File: config.mk
export PLATFORM = sky130hd
export DESIGN_NAME = nor_gate_sweeper
export DESIGN_NICKNAME = d
export VERILOG_FILES = /design/src/rtl/nor_gate_sweeper_pkg.sv /design/src/rtl/nor_gate_sweeper_settle_timer.sv /design/src/rtl/nor_gate_sweeper.sv
export SDC_FILE = /design/constraint.sdc
export NUM_CORES = 1
export LEC_CHECK = 0
export ABC_AREA = 1
export BUFFER_PORTS_ARGS = -buffer_cell sky130_fd_sc_hd__buf_2
export CORE_MARGIN = 2
export CORE_UTILIZATION = 30
export DETAILED_ROUTE_END_ITERATION = 6
export GPL_TIMING_DRIVEN = 0
export PLACE_DENSITY = 0.48
export SLEW_MARGIN = 10
export SYNTH_ARGS = -nofsm -noshare
export SYNTH_HDL_FRONTEND = slang
export SYNTH_HIERARCHICAL = 1
export SYNTH_SLANG_ARGS = --single-unit
File: constraint.sdc
create_clock -name clock -period 3.3 [get_ports clock]
set_clock_uncertainty 0.15 [all_clocks]
set_input_delay 0.33 -clock clock [delete_from_list [all_inputs] [get_ports clock]]
set_output_delay 0.33 -clock clock [all_outputs]
set_load 0.005 [all_outputs]
File: src/rtl/nor_gate_sweeper_pkg.sv
// Shared types and helpers for the NOR gate sweeper BIST.
// Step encoding: {mask[1:0], in2, in1}.
package nor_gate_sweeper_pkg;

  typedef enum logic [1:0] {
    IDLE,
    SETTLE,
    SAMPLE,
    DONE
  } state_t;

  localparam int STEP_W    = 4;
  localparam int NUM_STEPS = 16;

  function automatic logic exp_bit(
    input logic [STEP_W-1:0] s
  );
    return ~((s[0] ^ s[2]) | (s[1] ^ s[3]));
  endfunction

endpackage

File: src/rtl/nor_gate_sweeper_settle_timer.sv
// Loadable down-counter with zero flag.
// Holds at zero; reload value is MAX.
module settle_timer #(
  parameter int MAX = 1
) (
  input  logic clock,
  input  logic reset_n,
  input  logic i_load,
  input  logic i_dec,
  output logic o_zero
);

  localparam int W = (MAX < 1) ? 1 : $clog2(MAX + 1);

  logic [W-1:0] r_cnt;

  always_ff @(posedge clock or negedge reset_n) begin
    if (!reset_n) begin
      r_cnt <= '0;
    end else if (i_load) begin
      r_cnt <= W'(MAX);
    end else if (i_dec && r_cnt != '0) begin
      r_cnt <= r_cnt - W'(1);
    end
  end

  assign o_zero = (r_cnt == '0);

endmodule

File: src/rtl/nor_gate_sweeper.sv
// BIST sweeper: drives a bubbled NOR gate through 16 steps
// and scores the sampled outputs against the ideal table.
module nor_gate_sweeper
  import nor_gate_sweeper_pkg::*;
#(
  parameter int SETTLE_CYCLES = 1
) (
  input  logic        clock,
  input  logic        reset_n,
  input  logic        start,
  input  logic        abort,
  input  logic        gate_result,
  output logic        gate_in1,
  output logic        gate_in2,
  output logic [1:0]  gate_mask,
  output logic        busy,
  output logic        done,
  output logic        pass,
  output logic [4:0]  mismatch_count,
  output logic [15:0] result_vector
);

  state_t              r_state;
  state_t              w_state_nxt;
  logic [STEP_W-1:0]   r_step;
  logic [STEP_W-1:0]   w_step_nxt;
  logic                w_load;
  logic                w_dec;
  logic                w_zero;
  logic                w_clear;
  logic                w_sample;
  logic                w_last;
  logic                w_miss;
  logic                w_drive;
  logic [4:0]          w_mm_nxt;

  settle_timer #(
    .MAX(SETTLE_CYCLES)
  ) u_timer (
    .clock  (clock),
    .reset_n(reset_n),
    .i_load (w_load),
    .i_dec  (w_dec),
    .o_zero (w_zero)
  );

  assign w_last   = (r_step == STEP_W'(NUM_STEPS - 1));
  assign w_miss   = (gate_result != exp_bit(r_step));
  assign w_mm_nxt = mismatch_count + 5'(w_miss);

  always_comb begin
    w_state_nxt = r_state;
    w_step_nxt  = r_step;
    w_load      = 1'b0;
    w_dec       = 1'b0;
    w_clear     = 1'b0;
    w_sample    = 1'b0;
    unique case (1'b1)
      (r_state == IDLE): begin
        if (start && !abort) begin
          w_state_nxt = SETTLE;
          w_step_nxt  = '0;
          w_load      = 1'b1;
          w_clear     = 1'b1;
        end
      end
      (r_state == SETTLE): begin
        if (abort) begin
          w_state_nxt = IDLE;
        end else if (w_zero) begin
          w_state_nxt = SAMPLE;
        end else begin
          w_dec = 1'b1;
        end
      end
      (r_state == SAMPLE): begin
        if (abort) begin
          w_state_nxt = IDLE;
        end else begin
          w_sample = 1'b1;
          if (w_last) begin
            w_state_nxt = DONE;
          end else begin
            w_state_nxt = SETTLE;
            w_step_nxt  = r_step + STEP_W'(1);
            w_load      = 1'b1;
          end
        end
      end
      default: begin
        w_state_nxt = IDLE;
      end
    endcase
  end

  always_ff @(posedge clock or negedge reset_n) begin
    if (!reset_n) begin
      r_state <= IDLE;
      r_step  <= '0;
    end else begin
      r_state <= w_state_nxt;
      r_step  <= w_step_nxt;
    end
  end

  // Gate drive is registered from the next step so it is valid
  // in the very cycle the step begins.
  assign w_drive = (w_state_nxt == SETTLE) || (w_state_nxt == SAMPLE);

  always_ff @(posedge clock or negedge reset_n) begin
    if (!reset_n) begin
      gate_in1  <= 1'b0;
      gate_in2  <= 1'b0;
      gate_mask <= 2'b00;
    end else begin
      gate_in1  <= w_drive & w_step_nxt[0];
      gate_in2  <= w_drive & w_step_nxt[1];
      gate_mask <= w_drive ? w_step_nxt[3:2] : 2'b00;
    end
  end

  always_ff @(posedge clock or negedge reset_n) begin
    if (!reset_n) begin
      result_vector  <= '0;
      mismatch_count <= '0;
      pass           <= 1'b0;
    end else if (w_clear) begin
      result_vector  <= '0;
      mismatch_count <= '0;
      pass           <= 1'b0;
    end else if (w_sample) begin
      result_vector[r_step] <= gate_result;
      mismatch_count        <= w_mm_nxt;
      if (w_last) begin
        pass <= (w_mm_nxt == 5'd0);
      end
    end
  end

  assign busy = (r_state == SETTLE) || (r_state == SAMPLE);
  assign done = (r_state == DONE);

endmodule

==> results.json, run 1 <==
{
  "status": "completed",
  "cts_resized": 0,
  "pin_count": 33,
  "vias_per_cell": 4.23,
  "hpwl_mm": 3.08,
  "postRouteAntennaNets": 0,
  "synth_top_area_cell": "dfrtp_1",
  "hold-path-endpoint": "result_vector[15]",
  "initial_core_util_pct": 30.9,
  "worstMarginPinSlew_ns": 0.755,
  "critical_path_class": "reg -> reg",
  "cp.arrival_ns": 2.12,
  "io_buffers": 32,
  "period_needed_ns": 2.08,
  "clock.fmax_mhz": 480,
  "relSlewSlack_pct": 49.7,
  "avgSynthCellArea_um2": 7.78,
  "drc": 0,
  "path_max_fanout": 7,
  "worstPathCellList": "inv_1, nand2_1, nand3_1, xor2_1, inv_1, ha_1, ha_1, nand3_1, xor2_1, nor2_1, nand2_1, nand2_1",
  "syn2layout_area_growth_pct": 18.8,
  "cts_hold_buf": 1,
  "num_antenna_cells": 0,
  "max_stage_delay_ns": 0.45,
  "cts.clk_slew.worst_paths_ns": 0.08,
  "period_share_pct": 63.2,
  "yosysSeqAreaShare_pct": 42.3,
  "maxCapViolCount": 0,
  "rsz0062_at_grt": "no",
  "powerDensity_nw_per_um2": 545,
  "ys_async_sr_fraction_pct": 100,
  "required_ns": 3.34,
  "timing.critical_path.mode_cell": "nand2_1",
  "yosys.cell_types.count": 22,
  "drtIter0Drc": 46,
  "finalNonFillerCells": 369,
  "slowest_stage": "dfrtp_1",
  "cts_buffers": 5,
  "finalSetupViolCount": 0,
  "cts_setup_buffers": 0,
  "peakVddDrop_v": 0.000234,
  "syn-num-nets": 266,
  "setup_tns_ns": 0,
  "core_area_um2": 6310,
  "worstSetupStartpointType": "register",
  "grt_pass1_wl_mm": 7.22,
  "nets": 306,
  "synth_edf_count": 0,
  "cts_htree_levels": 2,
  "antenna_found_initial": 0,
  "synth_top_cell_area_share_pct": 42.3,
  "netlist_instances": 251,
  "hp-class": "in -> reg",
  "die_area_um2": 7170,
  "fin_util_pct": 36.8,
  "reg2reg_from": "r_step[3]",
  "leakage_nw": 1.41,
  "place_inst": 360,
  "placed_area_um2": 2210,
  "ys_warn_count": 6,
  "wirelength_mm": 4.13,
  "ff2ff_setup_slack_ns": 1.22,
  "synth.area.top_cells": "dfrtp_1 (42%), nand2_1 (14%), inv_1 (7.9%), ha_1 (6.4%), nand3_1 (5.4%)",
  "worstSetupEndpointType": "register",
  "dieHeight_um": 84.7,
  "grt_pass1_vias": 1499,
  "grt_util_all_layers_pct": 12.7,
  "grt_max_degree": 34,
  "clk_latency_ns": 0.29,
  "vias": 1562,
  "cts_tree": "yes",
  "gp_congestion": 0.774,
  "finalMaxSlewViolations": 0,
  "cts_sinks": 33,
  "min-delay-start": "gate_result",
  "worstHoldPathCells": 3,
  "rows": 29,
  "reg2reg_to": "pass",
  "r2r.worst_path.cells": 12,
  "layout-drive-gt1-share_pct": 25.0,
  "ys_ff_latch": 33,
  "clk_path_buf_depth": 2,
  "synth_most_common_cell": "nand2_1",
  "dominantRegCellSynth": "dfrtp_1",
  "fin_area_um2": 2320,
  "power_w": 0.00126,
  "drt-pass1-iter-count": 4,
  "synthTopCellsByCount": "nand2_1 (74), inv_1 (41), dfrtp_1 (33)",
  "die_w_um": 84.7,
  "grt-ovfl-total": 0,
  "synth_area_um2": 1950,
  "routedWlPerCell_um": 11.2,
  "cts-root-buf": "clkbuf_8",
  "hold_viol": 0
}
per-layer routing:
metal | wire length (um) | GRT usage [%] | share of wire (%)
met1 | 2080 | 17.6 | 50
met2 | 1810 | 19.2 | 44
met3 | 189 | 3.34 | 4.6
met4 | 46 | 4.33 | 1.1
met5 | 0 | 0 | 0
cell usage in the layout (no fill, tap or decap):
cell / count
ha_1: 10
inv_1: 41
nand2_2: 3
a21oi_1: 3
clkbuf_8: 7
xor2_1: 3
nor2_1: 13
buf_2: 33
buf_4: 1
a31oi_1: 1
clkinv_2: 1
nand4_1: 2
inv_2: 6
o21ai_2: 11
nand3_1: 21
o21ai_1: 2
nand2_1: 74
nand2_4: 2
dfrtp_1: 33
buf_6: 4
inv_4: 2
dlygate4sd3_1: 1
o21ai_0: 13
xnor2_1: 2
nor2_4: 3
worst max path at each step:
stage / startpoint / to / cells past startpoint
6_report: r_step[3] / pass / 12
5_1_grt: r_step[1] / pass / 12
4_1_cts: r_step[3] / pass / 12
3_5_place_dp: r_step[3] / pass / 12
3_3_place_gp: r_step[3] / pass / 12
2_1_floorplan: r_step[2] / pass / 12
sequential cells by signal, summed over array words and instances (netlist names):
register / flops
u_timer/r_cnt: 1
gate_in1: 1
gate_in2: 1
r_state: 2
mismatch_count: 5
gate_mask: 2
result_vector: 16
pass: 1
r_step: 4
critical path: cells and delay by family (launching register included):
| family | cells | cell delay, ns |
|---|---|---|
| adder cells (fa/ha/maj) | 2 | 0.40 |
| flip-flops | 1 | 0.45 |
| AND/OR/NAND/NOR | 6 | 0.44 |
| XOR/XNOR | 2 | 0.34 |
| buffers and inverters | 2 | 0.21 |
where the power goes:
group | switching (W) | leakage, nW | internal, W
Combinational | 0.000281 | 0.899 | 0.000162
Clock | 0.000150 | 0.0542 | 0.000189
Sequential | 0.0000333 | 0.453 | 0.000449
Total | 0.000465 | 1.41 | 0.000799
cell type report:
class | instances | area, um2
plain buffers | 6 | 57.6
clock buffers | 7 | 96.3
clock inverters | 1 | 5.00
fillers | 694 | 3990
inverters | 49 | 189
multi-input cells | 163 | 881
flip-flops and latches | 33 | 826
well taps | 77 | 96.3
repair buffers | 33 | 170
through the flow:
| step | hold WS [ns] | setup slack [ns] |
|---|---|---|
| floorplan | -0.116 | 1.35 |
| global placement | 0.299 | 1.22 |
| detailed placement | 0.308 | 1.21 |
| CTS | 0.208 | 1.21 |
| global route | 0.214 | 1.01 |
| finish | 0.209 | 1.22 |
cell families after synthesis:
family          count (synthesis)  share of synthesized area [%]
flops                          33                           42.3
buf+inv                        55                           12.6
simple gates                  118                           26.6
compound gates                 30                           9.87
xor+xnor                        5                           2.24
fa+ha+maj                      10                           6.41
(Power assumes the default switching activity.)
==> run 2, diff against run 1 <==
--- a/config.mk
+++ b/config.mk
@@ -5,13 +5,13 @@
 export SDC_FILE = /design/constraint.sdc
 export NUM_CORES = 1
 export LEC_CHECK = 0
-export ABC_AREA = 1
+export ABC_AREA = 0
 export BUFFER_PORTS_ARGS = -buffer_cell sky130_fd_sc_hd__buf_2
 export CORE_MARGIN = 2
 export CORE_UTILIZATION = 30
 export DETAILED_ROUTE_END_ITERATION = 6
 export GPL_TIMING_DRIVEN = 0
-export PLACE_DENSITY = 0.48
+export PLACE_DENSITY = 0.5
 export SLEW_MARGIN = 10
 export SYNTH_ARGS = -nofsm -noshare
 export SYNTH_HDL_FRONTEND = slang
==> constraint.sdc (replaced) <==
create_clock -name clock -period 1.7 [get_ports clock]
set_clock_uncertainty 0.15 [all_clocks]
set_input_delay 0.17 -clock clock [delete_from_list [all_inputs] [get_ports clock]]
set_output_delay 0.17 -clock clock [all_outputs]
set_load 0.005 [all_outputs]
==> run 2 against run 1 <==
Net effect:
- the run now ends with negative setup slack left
- clock power rose by 75%
- sequential cell count did not move
- first-iteration DRC count is 120% higher
- utilization grew 8.2 points
- combinational power grew to 3.2 times the previous value
- critical endpoint unchanged
- largest power group is now combinational cells
==> results.json, run 2 <==
{
  "finalMaxSlewViolations": 0,
  "finalNonFillerCells": 328,
  "powerDensity_nw_per_um2": 1140,
  "yosysSeqAreaShare_pct": 45.6,
  "worstSetupStartpointType": "register",
  "period_needed_ns": 1.97,
  "worstSetupEndpointType": "register",
  "cp.arrival_ns": 2.04,
  "final_common_cell": "buf_2",
  "setup_slack_ns": -0.272,
  "relSlewSlack_pct": 48.7,
  "cts_htree_levels": 2,
  "leakage_nw": 1.18,
  "largest_reg_flops": 16,
  "ff2ff_setup_slack_ns": -0.27,
  "hp-class": "in -> reg",
  "dieHeight_um": 81.7,
  "hpwl_mm": 2.97,
  "peakVddDrop_v": 0.000506,
  "place_inst": 302,
  "placed_area_um2": 2110,
  "grt-ovfl-total": 0,
  "cts.clk_slew.worst_paths_ns": 0.07,
  "largestRegisters": "result_vector: 16 flops, mismatch_count: 5 flops, r_step: 4 flops",
  "maxCapViolCount": 0,
  "die_area_um2": 6670,
  "cts_buffers": 5,
  "grt_pass1_vias": 1539,
  "synth.area.top_cells": "dfrtp_1 (46%), ha_1 (6.9%), a21oi_1 (5.3%), o21ai_0 (5.0%), nand2_1 (4.8%)",
  "synth_most_common_cell": "dfrtp_1",
  "grt_util_all_layers_pct": 15.2,
  "num_antenna_cells": 0,
  "postRouteAntennaNets": 0,
  "syn2layout_area_growth_pct": 46.1,
  "pin_count": 33,
  "core_area_um2": 5890,
  "vias_per_cell": 4.81,
  "worstMarginPinSlew_ns": 0.770,
  "required_ns": 1.76,
  "synth_edf_count": 0,
  "initial_core_util_pct": 30.8,
  "drc": 0,
  "synth_top_area_cell": "dfrtp_1",
  "ys_async_sr_fraction_pct": 100,
  "drtIter0Drc": 100,
  "wirelength_mm": 4.63,
  "nets": 267,
  "layout_common_cells": "buf_2 (31), dfrtp_1 (29), nor2_1 (20)",
  "status": "finished, violations left",
  "critical_path_class": "reg -> reg",
  "rows": 28,
  "synthTopCellsByCount": "dfrtp_1 (33), nand2_1 (23), nor2_1 (22)",
  "yosys.cell_types.count": 38,
  "clock.fmax_mhz": 507,
  "antenna_found_initial": 0,
  "vias": 1577,
  "ys_warn_count": 6,
  "syn-num-nets": 211,
  "cts-root-buf": "clkbuf_8",
  "num-fill-cells": 587,
  "netlist_instances": 196,
  "dominantRegCellSynth": "dfrtp_1",
  "hold_viol": 0,
  "period_share_pct": 116,
  "grt_pass1_wl_mm": 7.60,
  "avgSynthCellArea_um2": 9.24,
  "finalSetupViolCount": 17,
  "routedWlPerCell_um": 14.1,
  "drt-pass1-iter-count": 4,
  "die_w_um": 81.7,
  "rsz0062_at_grt": "yes",
  "top_register": "result_vector",
  "failed_checks": "negative setup slack",
  "gp_congestion": 0.772,
  "clk_path_buf_depth": 2,
  "clk_latency_ns": 0.29,
  "path_max_fanout": 4,
  "cts_sinks": 33,
  "fin_area_um2": 2650,
  "grt_max_degree": 34,
  "ys_ff_latch": 33,
  "io_buffers": 31,
  "cts_tree": "yes",
  "synth_area_um2": 1810,
  "synth_top_cell_area_share_pct": 45.6,
  "layout-drive-gt1-share_pct": 46.2
}
-- run 2: cell count changes in the layout (fill, tap and decap cells not counted), moves of 6 or more --
| cell | previous run | this run |
|---|---|---|
| o21ai_2 | 11 | 2 |
| buf_4 | 1 | 16 |
| nand3_1 | 21 | 2 |
| nand2_1 | 74 | 18 |
| a21oi_1 | 3 | 14 |
| nor2_1 | 13 | 20 |
| ha_1 | 10 | 4 |
| inv_1 | 41 | 4 |
-- run 2: critical path, stage by stage, from the launching register on --
cell and delay, ns:
dfrtp_2 0.47, xnor2_2 0.16, nand2_1 0.07, xnor2_1 0.15
ha_2 0.23, ha_4 0.16, xnor2_2 0.10, nand3_1 0.08
o31ai_1 0.07, nand3_1 0.11, a21oi_1 0.15
-- run 2: worst paths after layout --
path | startpoint | to | cells after the start
worst min register to register | result_vector[0] | result_vector[0] | 2
max in group asynchronous | reset_n | r_step[1] | 2
worst min-delay path | gate_result | result_vector[9] | 3
worst max-delay path | r_step[0] | pass | 10
min in group asynchronous | reset_n | gate_in1 | 2
worst max register to register | r_step[0] | pass | 10
-- run 2: per-layer routing --
layer	up-vias	global-route usage, %	share of wire [%]
met1	772	20.2	47
met5	-	0	0
met3	7	3.41	3.5
li1	771	-	-
met4	0	5.00	1.7
met2	27	24.5	48
-- run 2: cells by family (layout without fill, tap and decap cells) --
group                      after synthesis  after routing  synth area share (%)
adders and majority gates               10             10                  6.91
xor gates and xnor gates                 8              8                  3.87
and+or+nand+nor                         75             75                  20.2
AOI/OAI and AO/OA                       47             47                  16.0
muxes                                    6              6                  3.52
DFF                                     33             33                  45.6
buffers and inverters                   17             74                  3.94
-- run 2: what timing repair did --
item	in CTS	in global routing
endpoints found under the hold margin	33	0
pin swaps	13	9
setup endpoints to repair	30	29
setup buffers	15	5
cloned	0	0
hold buffers	1	0
gates resized for setup	37	38
-- run 2: final cells by class --
cell class                      instances  area (um2)  area share, %
Sequential cell                        33         831           31.4
Inverter                                7        28.8           1.09
Timing Repair Buffer                   51         335           12.7
Clock inverter                          3        17.5          0.662
Buffer                                  8        66.3           2.51
Multi-Input combinational cell        146        1200           45.5
Clock buffer                            5        68.8           2.60
Tap cell                               75        93.8           3.55
-- run 2: power by group --
part / switching (W) / internal (W)
combinational: 0.000727 / 0.000681
sequential: 0.000113 / 0.000893
clock: 0.000311 / 0.000283
-- run 2: per-stage QoR --
step | hold WS (ns) | setup TNS (ns) | utilization, % | worst slack [ns] | total power (W)
2_1_floorplan | -0.276 | -1.44 | - | -0.181 | 0.00168
3_3_place_gp | 0.151 | -9.31 | 35.9 | -0.518 | 0.00194
3_5_place_dp | 0.152 | -9.49 | 35.9 | -0.538 | 0.00195
4_1_cts | 0.0892 | -1.84 | 41.7 | -0.296 | 0.00284
5_1_grt | 0.133 | -3.86 | 44.9 | -0.425 | 0.00322
6_report | 0.0947 | -2.01 | 44.9 | -0.272 | 0.00301
